## src/rtl/dc_miss_ctrl.sv

```systemverilog
// Data-cache miss controller: tag-store sweep, lookup, writeback/fill and tag update.
// Optional performance counters are enabled with the DC_PERF_CNT_EN macro.
module dc_miss_ctrl (
  input  logic        clk,
  input  logic        rst,
  input  logic        req_valid,
  input  logic        req_wr,
  input  logic [15:0] req_addr,
  output logic        req_ready,
  output logic        resp_valid,
  output logic        resp_hit,
  output logic [4:0]  ts_index,
  output logic        ts_wr_n,
  output logic [7:0]  ts_wdata,
  input  logic [7:0]  ts_rdata,
  output logic        mem_req,
  output logic        mem_wr,
  output logic [15:0] mem_addr,
  input  logic        mem_ack
`ifdef DC_PERF_CNT_EN
  ,
  output logic [15:0] hit_cnt,
  output logic [15:0] miss_cnt
`endif
);

  localparam int unsigned TAG_W    = 6;
  localparam int unsigned IDX_W    = 5;
  localparam int unsigned OFF_W    = 5;
  localparam int unsigned ADDR_W   = 16;
  localparam int unsigned TS_W     = 8;
  localparam int unsigned NUM_SETS = 32;

  typedef enum logic [2:0] {
    S_INIT, S_IDLE, S_LOOKUP, S_WB, S_FILL, S_TAG_UPD, S_DONE
  } state_t;

  state_t             r_state;
  logic [IDX_W-1:0]   r_sweep;
  logic [TAG_W-1:0]   r_tag;
  logic [IDX_W-1:0]   r_idx;
  logic               r_wr;
  logic               r_hit;
  logic               r_req_ready;
  logic               r_resp_valid;
  logic               r_resp_hit;
  logic [IDX_W-1:0]   r_ts_index;
  logic               r_ts_wr_n;
  logic [TS_W-1:0]    r_ts_wdata;
  logic               r_mem_req;
  logic               r_mem_wr;
  logic [ADDR_W-1:0]  r_mem_addr;

  logic               w_ts_valid;
  logic               w_ts_dirty;
  logic [TAG_W-1:0]   w_ts_tag;
  logic               w_hit;
  logic               w_unused_off;

  assign w_ts_valid   = ts_rdata[7];
  assign w_ts_dirty   = ts_rdata[6];
  assign w_ts_tag     = ts_rdata[TAG_W-1:0];
  assign w_hit        = w_ts_valid && (w_ts_tag == r_tag);
  assign w_unused_off = ^req_addr[OFF_W-1:0];

  // Outputs are loaded together with the state they belong to, so each is a clean flop.
  always_ff @(posedge clk) begin
    if (rst) begin
      r_state      <= S_INIT;
      r_sweep      <= '0;
      r_tag        <= '0;
      r_idx        <= '0;
      r_wr         <= 1'b0;
      r_hit        <= 1'b0;
      r_req_ready  <= 1'b0;
      r_resp_valid <= 1'b0;
      r_resp_hit   <= 1'b0;
      r_ts_index   <= '0;
      r_ts_wr_n    <= 1'b0;
      r_ts_wdata   <= '0;
      r_mem_req    <= 1'b0;
      r_mem_wr     <= 1'b0;
      r_mem_addr   <= '0;
    end else begin
      case (r_state)
        S_INIT: begin
          if (r_sweep == IDX_W'(NUM_SETS - 1)) begin
            r_state     <= S_IDLE;
            r_req_ready <= 1'b1;
            r_ts_wr_n   <= 1'b1;
            r_ts_index  <= r_idx;
          end else begin
            r_sweep    <= r_sweep + IDX_W'(1);
            r_ts_index <= r_sweep + IDX_W'(1);
          end
        end
        S_IDLE: begin
          if (req_valid) begin
            r_tag       <= req_addr[ADDR_W-1:ADDR_W-TAG_W];
            r_idx       <= req_addr[OFF_W+IDX_W-1:OFF_W];
            r_wr        <= req_wr;
            r_ts_index  <= req_addr[OFF_W+IDX_W-1:OFF_W];
            r_req_ready <= 1'b0;
            r_state     <= S_LOOKUP;
          end
        end
        S_LOOKUP: begin
          r_hit <= w_hit;
          if (w_hit) begin
            if (r_wr && !w_ts_dirty) begin
              r_state    <= S_TAG_UPD;
              r_ts_wr_n  <= 1'b0;
              r_ts_wdata <= {1'b1, r_wr, r_tag};
            end else begin
              r_state      <= S_DONE;
              r_resp_valid <= 1'b1;
              r_resp_hit   <= 1'b1;
            end
          end else if (w_ts_valid && w_ts_dirty) begin
            // Victim tag is latched straight into the writeback address.
            r_state    <= S_WB;
            r_mem_req  <= 1'b1;
            r_mem_wr   <= 1'b1;
            r_mem_addr <= {w_ts_tag, r_idx, OFF_W'(0)};
          end else begin
            r_state    <= S_FILL;
            r_mem_req  <= 1'b1;
            r_mem_wr   <= 1'b0;
            r_mem_addr <= {r_tag, r_idx, OFF_W'(0)};
          end
        end
        S_WB: begin
          if (mem_ack) begin
            r_state    <= S_FILL;
            r_mem_wr   <= 1'b0;
            r_mem_addr <= {r_tag, r_idx, OFF_W'(0)};
          end
        end
        S_FILL: begin
          if (mem_ack) begin
            r_state    <= S_TAG_UPD;
            r_mem_req  <= 1'b0;
            r_ts_wr_n  <= 1'b0;
            r_ts_wdata <= {1'b1, r_wr, r_tag};
          end
        end
        S_TAG_UPD: begin
          r_state      <= S_DONE;
          r_ts_wr_n    <= 1'b1;
          r_resp_valid <= 1'b1;
          r_resp_hit   <= r_hit;
        end
        S_DONE: begin
          r_state      <= S_IDLE;
          r_resp_valid <= 1'b0;
          r_resp_hit   <= 1'b0;
          r_req_ready  <= 1'b1;
        end
        default: begin
          r_state   <= S_INIT;
          r_sweep   <= '0;
          r_ts_wr_n <= 1'b0;
        end
      endcase
    end
  end

  assign req_ready  = r_req_ready;
  assign resp_valid = r_resp_valid;
  assign resp_hit   = r_resp_hit;
  assign ts_index   = r_ts_index;
  assign ts_wr_n    = r_ts_wr_n;
  assign ts_wdata   = r_ts_wdata;
  assign mem_req    = r_mem_req;
  assign mem_wr     = r_mem_wr;
  assign mem_addr   = r_mem_addr;

`ifdef DC_PERF_CNT_EN
  localparam int unsigned CNT_W = 16;

  logic [CNT_W-1:0] r_hit_cnt;
  logic [CNT_W-1:0] r_miss_cnt;

  // Saturating counters, bumped once per completed request.
  always_ff @(posedge clk) begin
    if (rst) begin
      r_hit_cnt  <= '0;
      r_miss_cnt <= '0;
    end else if (r_state == S_DONE) begin
      if (r_resp_hit) begin
        if (r_hit_cnt != '1) r_hit_cnt <= r_hit_cnt + CNT_W'(1);
      end else begin
        if (r_miss_cnt != '1) r_miss_cnt <= r_miss_cnt + CNT_W'(1);
      end
    end
  end

  assign hit_cnt  = r_hit_cnt;
  assign miss_cnt = r_miss_cnt;
`endif

endmodule

```

## config.mk

```make
export PLATFORM = sky130hd
export DESIGN_NAME = dc_miss_ctrl
export DESIGN_NICKNAME = d
export VERILOG_FILES = /design/src/rtl/dc_miss_ctrl.sv
export SDC_FILE = /design/constraint.sdc
export NUM_CORES = 1
export LEC_CHECK = 0
export CORE_ASPECT_RATIO = 1.2
export CORE_MARGIN = 2
export CORE_UTILIZATION = 35
export CTS_BUF_LIST = sky130_fd_sc_hd__clkbuf_8
export DETAILED_ROUTE_END_ITERATION = 16
export DONT_BUFFER_PORTS = 1
export GPL_ROUTABILITY_DRIVEN = 1
export PLACE_DENSITY = 0.51
export SLEW_MARGIN = 30
export SYNTH_ARGS = -nofsm -noshare
export SYNTH_HDL_FRONTEND = slang
export SYNTH_SLANG_ARGS = --single-unit
```

## constraint.sdc

```tcl
create_clock -name clk -period 2.2 [get_ports clk]
set_input_delay 0.44 -clock clk [delete_from_list [all_inputs] [get_ports clk]]
set_output_delay 0.44 -clock clk [all_outputs]
set_load 0.01 [all_outputs]
```

==> metrics.md, run 1 <==
| Metric | Value |
|---|---|
| Category of the worst setup path capture point | `flip-flop` |
| Hold_sp | `rst` |
| Final estimated routing congestion in global placement | `0.839` |
| Max-slew headroom at the worst pin | `63.3%` |
| Clock transition at the registers of the reported paths | `0.09 ns` |
| Number of clock buffers inserted by TritonCTS | `5` |
| Highest signal layer in the routed design | `met4` |
| Detailed Routing Iterations Pass 1 | `4` |
| Path class of the lowest-slack min-delay path | `in2reg` |
| Maximum Capacitance Violations | `0` |
| Yosys warns | `0` |
| Outcome | `complete, no violations` |
| Number of distinct library cells after synthesis | `58` |
| CP startpoint | `r_sweep[0]` |
| Via Count | `2431` |
| Post-layout nets | `375` |
| Synthesized flop and latch total | `51` |
| Placeable core region | `8110 sq um` |
| Number of nets with antenna violations after routing | `0` |
| Number of antenna cells inserted | `0` |
| Arrival time of the worst setup path | `2.24 ns` |
| FF-to-FF Start | `r_sweep[0]` |
| Top cells by area in the synthesized netlist | `sky130_fd_sc_hd__dfxtp_1 (35%), sky130_fd_sc_hd__a21oi_1 (5.7%), sky130_fd_sc_hd__nand2b_1 (5.4%), sky130_fd_sc_hd__nand2_1 (5.3%), sky130_fd_sc_hd__mux2i_1 (3.4%)` |
| Worst clock skew | `0.0132 ns` |
| Detail-routed via count per cell | `5.54` |
| Clock sink count | `51` |
| Power density relative to cell area | `536 nW/um^2` |
| Combined area of the multi-input logic cells | `1720 sq um` |
| Clock insertion delay at the later pin of the skew report | `0.31 ns` |
| CP required | `2.41 ns` |
| Post-layout worst setup margin | `0.178 ns` |
| Setup fix buffers added after clock tree synthesis | `0` |
| Max frequency | `495 MHz` |
| Synth top area share | `35.1%` |
| Max-slew violations | `0` |
| Post-route core utilization | `38.1%` |
| Final critical delay including setup and external delays | `2.02 ns` |
| Post-route clock period utilization | `91.9%` |
| Most frequent standard cell in the layout excluding fill and tap cells | `sky130_fd_sc_hd__dfxtp_1` |
| Critical-path maximum fanout | `6` |
| Wire length of the first global-routing pass | `12.4 mm` |
| CTS max path bufs | `2` |
| CP max stage delay | `0.45 ns` |
| Critical path's slowest cell | `sky130_fd_sc_hd__or3b_2` |
| Vertical die dimension | `104 um` |
| Global-route congestion overflow total | `0` |
| IR Drop Worst-Case VDD | `0.253 mV` |
| Main synth FF type | `sky130_fd_sc_hd__dfxtp_1` |
| Top-Level Pins | `64` |
| Total negative slack | `0 ns` |
| Share of layout cells above drive strength 1 | `10.8%` |
| GRT Overall Usage | `17.0%` |
| Via count of the first global-routing pass | `2437` |
| Wire length per cell | `16.5 um` |
| Number of antenna violations at the first check in global routing | `0` |
| Number of endpoints with negative hold slack in the final report | `0` |
| Commonest cells after routing, fill and taps aside | `sky130_fd_sc_hd__dfxtp_1 (51), sky130_fd_sc_hd__nand2_1 (41), sky130_fd_sc_hd__a21oi_1 (33), sky130_fd_sc_hd__nand2b_1 (25), sky130_fd_sc_hd__nand3_1 (18)` |
| Width of the chip | `87.2 um` |
| RSZ-0062 raised after global routing | `no` |
| Met3 wire length | `521 um` |
| Wire length the detailed router placed on met1 | `3.15 mm` |
| Post-Place Worst Slack | `0.194 ns` |
| Number of enable-type register cells in the synthesized netlist | `0` |
| CTS tree | `built` |
| Total of fill cells in the finished design | `838` |
| Cts repair resizes | `0` |
| Initial core utilization | `35.9%` |
| Number of remaining DRC errors | `0` |
| Setup violations, final | `0` |
| Area taken by flip-flops and latches | `1020 sq um` |
| Quantity of I/O buffers inserted on ports | `0` |
| Kind of critical path | `reg2reg` |
| Async set or reset register ratio after synthesis | `0%` |
| Startpoint type of the worst setup path | `flip-flop` |
| Maximum number of pins on one net before global-route repair | `72` |
| CTS hold repair buffers | `0` |
| Wire length on met2 | `3.40 mm` |
| Mapped Cells | `352` |
| Sum of routed wire length over all layers | `7.23 mm` |
| Largest area contributor in the synthesized netlist | `sky130_fd_sc_hd__dfxtp_1` |
| Actual transition at the worst max-transition pin | `0.545 ns` |
| Clock root buffer | `sky130_fd_sc_hd__clkbuf_8` |
| Count of standard-cell rows | `36` |
| Post-synthesis instance area | `2910 sq um` |
| Portion of the post-synthesis area used by sequential elements | `35.1%` |
| Initial drt markers | `109` |
| DIE AREA | `9060 sq um` |
| CTS H-tree lvls | `2` |
| Final-layout worst hold slack | `0.214 ns` |
| Standby leakage power | `1.06 nW` |
| Synth-to-layout area growth | `6.33%` |
| Half-perimeter wire length after placement | `5.12 mm` |
| Most frequent cell on the critical path | `sky130_fd_sc_hd__ha_1` |
| Cells along the critical path | `ha_1 > and3_1 > ha_1 > or3b_2 > o21ai_0 > a21oi_1 > a211oi_1` |
| Mean Syn Cell Area | `8.26 sq um` |
==> sequential cells by signal (all words and copies together), names as in the netlist <==
| name | count |
|---|---|
| ts_wdata | 8 |
| resp_valid | 1 |
| resp_hit | 1 |
| req_ready | 1 |
| r_tag | 6 |
| mem_addr | 11 |
| r_hit | 1 |
| ts_wr_n | 1 |
| r_state | 3 |
| r_idx | 5 |
| r_wr | 1 |
| ts_index | 5 |
| r_sweep | 5 |
| mem_req | 1 |
| mem_wr | 1 |
==> Yosys cell counts (8+ instances only) <==
cell,n
sky130_fd_sc_hd__nand3_1,18
sky130_fd_sc_hd__buf_2,9
sky130_fd_sc_hd__nor2_1,8
sky130_fd_sc_hd__o21ai_0,16
sky130_fd_sc_hd__nand2_1,41
sky130_fd_sc_hd__mux2i_1,10
sky130_fd_sc_hd__clkbuf_1,15
sky130_fd_sc_hd__a21oi_1,33
sky130_fd_sc_hd__nand4_1,8
sky130_fd_sc_hd__nor2b_1,15
sky130_fd_sc_hd__dfxtp_1,51
sky130_fd_sc_hd__nand2b_1,25
==> layer usage <==
metal | vias up | global-route usage (%)
met1 | 1112 | 21.9
met3 | 14 | 5.58
met5 | - | 0
met4 | 0 | 5.27
li1 | 1243 | -
met2 | 62 | 26.7
==> power by group <==
group	leakage (nW)	switching, W	internal [W]
clock	0.0502	0.000312	0.000333
sequential	0.412	0.0000113	0.000932
combinational	0.603	0.0000379	0.0000318
total	1.06	0.000361	0.00130
==> layout make-up <==
type | instances | share of cell area [%]
multi-input combinational | 268 | 55.7
sequential | 51 | 33.0
tap | 95 | 3.84
timing repair buffer | 15 | 3.64
clock buffer | 5 | 2.23
clock inverter | 2 | 1.21
inverter | 3 | 0.364
==> stage by stage <==
stage	instances	area, sq um	power, W
after floorplan	356	2920	0.00104
after global placement	432	2990	0.00103
after detailed placement	432	2990	0.00103
after CTS	439	3090	0.00169
after global routing	439	3090	0.00174
final	439	3090	0.00166
==> worst max-delay path: cells and delay by family (launching register included) <==
family                   cells  cell delay (ns)
adder cells (fa/ha/maj)      2             0.48
flip-flops                   1             0.44
AO/OA/AOI/OAI                3             0.38
AND/OR/NAND/NOR              2             0.63
==> final timing paths <==
check / end / slack, ns / cells past startpoint
worst max-delay path: ts_wr_n / 0.18 / 7
worst min-delay path: r_hit / 0.21 / 1
worst max register to register: ts_wr_n / 0.18 / 7
worst min register to register: r_idx[2] / 0.47 / 2
==> kinds of logic (layout without fill, tap and decap cells) <==
group / count (synthesis) / in the layout / share of synthesized area (%)
buf+inv: 37 / 25 / 6.20
mux: 17 / 17 / 6.80
compound gates: 94 / 94 / 21.7
other cells: 1 / 5 / 0.129
simple gates: 142 / 142 / 26.8
flops: 51 / 51 / 35.1
fa+ha+maj: 2 / 2 / 0.860
xor+xnor: 8 / 8 / 2.41
Note: power is estimated with default switching activity, not from simulation.
==> run 2, diff against run 1 <==
CORE_UTILIZATION = 37   (was 35)
PLACE_DENSITY = 0.55   (was 0.51)
clock period = 1.8 ns   (was 2.2 ns; I/O delays follow)
==> run 2 against run 1 <==
  * Global-route usage is essentially flat
  * Clock power grew 7.9%
  * Routed wire length rose by 1.9%
  * Die area down 5.2%
  * Critical endpoint unchanged
  * Highest routed layer unchanged
  * Cell area up 5.3%
  * Sequential power up 22%
  * Clock skew down 0.0074 ns
  * Maximum frequency rose by 19%
  * Core utilization up 4.4 points
  * Via count grew 3.4%
  * Register-to-register slack worse by 0.08 ns
  * Critical path type unchanged
==> metrics.md, run 2 (same netlist as run 1, synthesis figures left out) <==
| Metric | Value |
|---|---|
| Initial drt markers | `164 (+50%)` |
| Share of power burned in registers | `59.0% (+2.1 points)` |
| Total negative slack | `0 ns (unchanged)` |
| Int Power | `0.00147 W (+13%)` |
| Clock root buffer | `sky130_fd_sc_hd__clkbuf_8` |
| Wire length of the first global-routing pass | `11.9 mm (-4.5%)` |
| IR Drop Worst-Case VDD | `0.262 mV (+3.6%)` |
| Quantity of I/O buffers inserted on ports | `0 (unchanged)` |
| Sum of routed wire length over all layers | `7.37 mm (+1.9%)` |
| Synth-to-layout area growth | `12.0%` |
| Half-perimeter wire length after placement | `5.32 mm (+3.9%)` |
| Net switching share of the total power | `24.6% (+2.8 points)` |
| Number of antenna violations at the first check in global routing | `0 (unchanged)` |
| Arrival time of the worst setup path | `1.94 ns (-0.30 ns)` |
| Outcome | `complete, no violations` |
| Final estimated routing congestion in global placement | `0.915 (+9.1%)` |
| CTS tree | `built` |
| Number of antenna cells inserted | `0 (unchanged)` |
| Max frequency | `587 MHz (+19%)` |
| CTS H-tree lvls | `2 (unchanged)` |
| Post-route core utilization | `42.5% (+4.4 points)` |
| Placeable core region | `7660 sq um (-5.5%)` |
| Initial core utilization | `37.9% (+2.1 points)` |
| Path class of the lowest-slack min-delay path | `in2reg` |
| Vertical die dimension | `101 um (-2.6%)` |
| Kind of critical path | `reg2reg` |
| Clock transition at the registers of the reported paths | `0.10 ns (about the same)` |
| Number of remaining DRC errors | `0 (unchanged)` |
| Setup violations, final | `0 (unchanged)` |
| Most frequent standard cell in the layout excluding fill and tap cells | `sky130_fd_sc_hd__dfxtp_1` |
| Width of the chip | `84.9 um (-2.6%)` |
| Standby leakage power | `1.15 nW (+8.2%)` |
| Maximum number of pins on one net before global-route repair | `72 (unchanged)` |
| Via count of the first global-routing pass | `2387 (-2.1%)` |
| Switch Pwr | `0.000480 W (+33%)` |
| CTS hold repair buffers | `0 (unchanged)` |
| Detail-routed via count per cell | `5.53 (-0.22%)` |
| Post-layout nets | `393 (+4.8%)` |
| Number of nets with antenna violations after routing | `0 (unchanged)` |
| Post-route clock period utilization | `94.6% (+2.7 points)` |
| Comb power frac | `5.3% (+1.1 points)` |
| Top-Level Pins | `64 (unchanged)` |
| Clock insertion delay at the later pin of the skew report | `0.31 ns (about the same)` |
| Count of standard-cell rows | `35 (-2.8%)` |
| Commonest cells after routing, fill and taps aside | `sky130_fd_sc_hd__dfxtp_1 (47), sky130_fd_sc_hd__nand2_1 (41), sky130_fd_sc_hd__a21oi_1 (33), sky130_fd_sc_hd__buf_4 (31), sky130_fd_sc_hd__nand2b_1 (25)` |
| Final critical delay including setup and external delays | `1.70 ns (-0.318 ns)` |
| CTS max path bufs | `2 (unchanged)` |
| Number of clock buffers inserted by TritonCTS | `5 (unchanged)` |
| Clock sink count | `51 (unchanged)` |
| Relative contribution of the clock network to total power | `35.7% (-3.2 points)` |
| Category of the worst setup path capture point | `flip-flop` |
| Power density relative to cell area | `598 nW/um^2 (+12%)` |
| Critical-path maximum fanout | `5 (-1)` |
| Flip-flop count of the largest register, all copies and words added | `11 (unchanged)` |
| GRT Overall Usage | `17.0% (-0.019 points)` |
| Worst clock skew | `0.00577 ns (-0.00738 ns)` |
| Detailed Routing Iterations Pass 1 | `4 (unchanged)` |
| Setup fix buffers added after clock tree synthesis | `0 (unchanged)` |
| Global-route congestion overflow total | `0 (unchanged)` |
| Maximum Capacitance Violations | `0 (unchanged)` |
| Via Count | `2514 (+3.4%)` |
| Max-slew violations | `0 (unchanged)` |
| Startpoint type of the worst setup path | `flip-flop` |
| CP required | `2.03 ns (-0.38 ns)` |
| Wire length per cell | `16.2 um (-1.6%)` |
| DIE AREA | `8590 sq um (-5.2%)` |
| Share of layout cells above drive strength 1 | `17.6% (+6.9 points)` |
| Number of endpoints with negative hold slack in the final report | `0 (unchanged)` |
run 2: changes by cell type in the layout (fill, tap and decap cells not counted), sizes merged:
cell,change
buf,+18
bufinv,-1
clkinvlp,+1
inv,+1
run 2: power groups by stage:
stage | Sequential, W | Combinational (W) | Clock [W]
floorplan | 0.00118 | 0.0000956 | 0
detailed placement | 0.00117 | 0.000102 | 0
global route | 0.00115 | 0.000116 | 0.000768
finish | 0.00115 | 0.000103 | 0.000696
CTS | 0.00115 | 0.000103 | 0.000724
global placement | 0.00117 | 0.000101 | 0
run 2: worst max-delay path: stages (launching register included):
cell and delay (ns):
sky130_fd_sc_hd__dfxtp_2 0.34, sky130_fd_sc_hd__ha_2 0.17, sky130_fd_sc_hd__and3_4 0.19, sky130_fd_sc_hd__ha_4 0.15, sky130_fd_sc_hd__or3b_2 0.43, sky130_fd_sc_hd__o21ai_0 0.08, sky130_fd_sc_hd__a21oi_1 0.08, sky130_fd_sc_hd__a211oi_1 0.17
run 2: layout make-up:
type	count	area [sq um]
clock buffer	5	68.8
sequential	51	1030
inverter	3	11.3
multi-input combinational	268	1760
tap	92	115
clock inverter	3	23.8
timing repair buffer	33	255
fill	777	4410
run 2: final timing paths:
check	start	endpoint	slack [ns]	cells after the start
setup / recovery	r_sweep[0]	ts_wr_n	0.1	7
hold / removal	rst	mem_req	0.12	1
setup reg to reg	r_sweep[0]	ts_wr_n	0.1	7
hold reg to reg	r_hit	r_hit	0.47	2
run 2: stage by stage:
stage	instances	total power, W	hold WS (ns)	area (sq um)	setup slack (ns)
finish	455	0.00195	0.119	3260	0.0965
global route	455	0.00204	0.0984	3260	-0.00126
CTS	455	0.00198	0.101	3230	0.00540
detailed placement	447	0.00128	0.443	3130	-0.0335
global placement	447	0.00128	0.439	3130	0.00709
floorplan	356	0.00127	0.433	2930	-0.0251
run 2: routing by layer:
metal	wire length, um	vias up	global-route usage, %
met5	0	-	0
met4	104	0	5.01
met3	414	8	4.26
met2	3610	60	28.8
met1	3250	1168	21.3
li1	-	1278	-
run 2: what timing repair did:
item	4_1_cts	5_1_grt
pin swaps	0	2
endpoints found under the setup margin	2	15
gates resized for setup	2	9
==> run 3, diff against run 2 <==
GPL_TIMING_DRIVEN = 1   (was default)
PLACE_DENSITY = 0.53   (was 0.55)
clock period = 2 ns   (was 1.8 ns; I/O delays follow)
==> run 3 against run 2 <==
  * Cell area fell by 3.1%
  * Critical path depth did not move
  * Sequential share of layout area rose by 0.85 points
  * Sequential power fell by 9.6%
  * Routed wire length fell by 1.9%
  * First-iteration DRC count fell by 28%
  * Worst hold slack improved by 0.030 ns
  * Register-to-register slack barely moved
  * Core utilization fell by 1.3 points
  * Count of clock-buffer cells in the layout did not move
  * Clock power rose by 7.9%
  * Flip-flop and latch count did not move
  * Highest routed layer unchanged
==> metrics.md, run 3 (same netlist as run 1, synthesis figures left out) <==
| Metric | Value |
|---|---|
| Outcome | `complete, no violations` |
| Final-layout worst hold slack | `0.149 ns (+0.0300 ns)` |
| IR Drop Worst-Case VDD | `0.278 mV (+6.2%)` |
| CTS hold repair buffers | `0 (unchanged)` |
| Maximum Capacitance Violations | `0 (unchanged)` |
| Most frequent standard cell in the layout excluding fill and tap cells | `sky130_fd_sc_hd__dfxtp_1` |
| Sum of routed wire length over all layers | `7.23 mm (-1.9%)` |
| Path depth of the worst reg2reg path | `7 (unchanged)` |
| Critical-path maximum fanout | `5 (unchanged)` |
| CTS H-tree lvls | `2 (unchanged)` |
| Initial core utilization | `37.9% (unchanged)` |
| Cell total after placement | `431 (-3.6%)` |
| Half-perimeter wire length after placement | `5.08 mm (-4.4%)` |
| Min-Delay Path Depth | `1 (unchanged)` |
| Final estimated routing congestion in global placement | `0.799 (-13%)` |
| Number of remaining DRC errors | `0 (unchanged)` |
| Maximum number of pins on one net before global-route repair | `72 (unchanged)` |
| Count of standard-cell rows | `35 (unchanged)` |
| Final critical delay including setup and external delays | `1.91 ns (+0.202 ns)` |
| Clock root buffer | `sky130_fd_sc_hd__clkbuf_8` |
| Vertical die dimension | `101 um (unchanged)` |
| Flip-flop count of the largest register, all copies and words added | `11 (unchanged)` |
| Category of the worst setup path capture point | `flip-flop` |
| Hold_sp | `rst` |
| Hold worst-path end | `r_sweep[1]` |
| Share of layout cells above drive strength 1 | `13.0% (-4.7 points)` |
| Buffers and inverters on the worst path | `0 (unchanged)` |
| CP required | `2.23 ns (+0.20 ns)` |
| Width of the chip | `84.9 um (unchanged)` |
| Power density relative to cell area | `593 nW/um^2 (-0.92%)` |
| Standby leakage power | `1.09 nW (-5.5%)` |
| Synth-to-layout area growth | `8.52%` |
| Via Count | `2463 (-2.0%)` |
| Number of antenna cells inserted | `0 (unchanged)` |
| Worst clock skew | `0.00337 ns (-0.00241 ns)` |
| Initial drt markers | `118 (-28%)` |
| CTS max path bufs | `2 (unchanged)` |
| Commonest cells after routing, fill and taps aside | `sky130_fd_sc_hd__dfxtp_1 (51), sky130_fd_sc_hd__nand2_1 (41), sky130_fd_sc_hd__a21oi_1 (32), sky130_fd_sc_hd__nand2b_1 (25), sky130_fd_sc_hd__nand3_1 (18)` |
| Post-layout nets | `377 (-4.1%)` |
| Startpoint type of the worst setup path | `flip-flop` |
| GRT Overall Usage | `17.2% (+0.26 points)` |
| Via count of the first global-routing pass | `2374 (-0.54%)` |
| Most frequent cell on the critical path | `sky130_fd_sc_hd__ha_2` |
| Clock transition at the registers of the reported paths | `0.10 ns (about the same)` |
| Finished Layout Cells | `439 (-3.5%)` |
| Number of nets with antenna violations after routing | `0 (unchanged)` |
| Max frequency | `525 MHz (-11%)` |
| Kind of cell adding the most delay to the critical path | `simple AND/OR/NAND/NOR gates` |
| Placeable core region | `7660 sq um (unchanged)` |
| CTS tree | `built` |
| Clock insertion delay at the later pin of the skew report | `0.31 ns (about the same)` |
| Combined area of the multi-input logic cells | `1750 sq um (-0.28%)` |
| Setup fix buffers added after clock tree synthesis | `0 (unchanged)` |
| Wire length of the first global-routing pass | `12.1 mm (+1.9%)` |
| Wire length per cell | `16.5 um (+1.7%)` |
| DIE AREA | `8590 sq um (unchanged)` |
| Path length in cells of the critical path | `7 (unchanged)` |
| Global-route congestion overflow total | `0 (unchanged)` |
| Path class of the lowest-slack min-delay path | `in2reg` |
| Post-route clock period utilization | `95.3% (+0.64 points)` |
| FF-to-FF Start | `r_sweep[1]` |
| Cells along the critical path | `ha_2 > and3_1 > ha_2 > or3b_2 > o21ai_0 > a21oi_1 > a211oi_1` |
| Post-route core utilization | `41.2% (-1.3 points)` |
| Area taken by flip-flops and latches | `1020 sq um (-0.49%)` |
| Setup violations, final | `0 (unchanged)` |
| Arrival time of the worst setup path | `2.14 ns (+0.20 ns)` |
| Post-Place Worst Slack | `0.0823 ns (+0.116 ns)` |
| Setup slack of the most critical reg-to-reg path | `0.09 ns (about the same)` |
| Cts repair resizes | `0 (-2)` |
| Detailed Routing Iterations Pass 1 | `4 (unchanged)` |
| Number of clock buffers inserted by TritonCTS | `5 (unchanged)` |
| Total of fill cells in the finished design | `794 (+2.2%)` |
| CP max stage delay | `0.45 ns (+0.02 ns)` |
| Number of endpoints with negative hold slack in the final report | `0 (unchanged)` |
| Kind of critical path | `reg2reg` |
| Post-layout worst setup margin | `0.0945 ns (-0.00200 ns)` |
| Critical path's slowest cell | `sky130_fd_sc_hd__or3b_2` |
| Number of antenna violations at the first check in global routing | `0 (unchanged)` |
| Detail-routed via count per cell | `5.61 (+1.5%)` |
| Capture point of the worst reg-to-reg path | `ts_wr_n` |
| Top-Level Pins | `64 (unchanged)` |
| Quantity of I/O buffers inserted on ports | `0 (unchanged)` |
| Max-slew violations | `0 (unchanged)` |
| Clock sink count | `51 (unchanged)` |
## run 3: changes by cell type in the layout (fill, tap and decap cells not counted), moves of 2 or more
cell,previous run,this run
sky130_fd_sc_hd__buf_4,31,16
sky130_fd_sc_hd__buf_6,2,0
sky130_fd_sc_hd__clkinvlp_4,2,0
sky130_fd_sc_hd__dfxtp_1,47,51
sky130_fd_sc_hd__dfxtp_2,4,0
## run 3: worst max-delay path by stage
stage | slack, ns | start | end
3_3_place_gp | 0.11 | r_sweep[0] | r_sweep[0]
5_1_grt | -0.002 | r_sweep[1] | ts_wr_n
3_5_place_dp | 0.08 | r_sweep[0] | r_sweep[0]
4_1_cts | 0.05 | r_sweep[0] | r_sweep[0]
6_report | 0.09 | r_sweep[1] | ts_wr_n
2_1_floorplan | 0.12 | r_sweep[0] | r_state[1]
## run 3: per-stage QoR
step / power, W / instance area (sq um) / setup TNS (ns)
after floorplan: 0.00114 / 2920 / 0
after global placement: 0.00114 / 3010 / 0
after detailed placement: 0.00114 / 3010 / 0
after CTS: 0.00190 / 3130 / 0
after global routing: 0.00194 / 3160 / -0.00159
final: 0.00187 / 3160 / 0
## run 3: report_power, final
| group | leakage, nW | switching, W | total (W) | internal, W |
|---|---|---|---|---|
| sequential | 0.412 | 0.0000107 | 0.00104 | 0.00103 |
| combinational | 0.617 | 0.0000446 | 0.0000834 | 0.0000387 |
| clock | 0.0587 | 0.000372 | 0.000751 | 0.000380 |
## run 3: final cells by class
class / instances / area share, %
repair buffers: 17 / 4.44
clock buffers: 5 / 2.18
clock inverters: 3 / 1.51
flip-flops and latches: 51 / 32.4
multi-input cells: 268 / 55.5
well taps: 92 / 3.65
inverters: 3 / 0.357
## run 3: layer usage
| layer | up-vias | GRT usage [%] | share of wire (%) | routed length [um] |
|---|---|---|---|---|
| met5 | - | 0 | 0 | 0 |
| met4 | 0 | 5.37 | 1.1 | 80 |
| met3 | 10 | 4.26 | 5.6 | 404 |
| met2 | 47 | 29.0 | 50 | 3620 |
| met1 | 1159 | 21.8 | 43 | 3130 |
| li1 | 1247 | - | - | - |
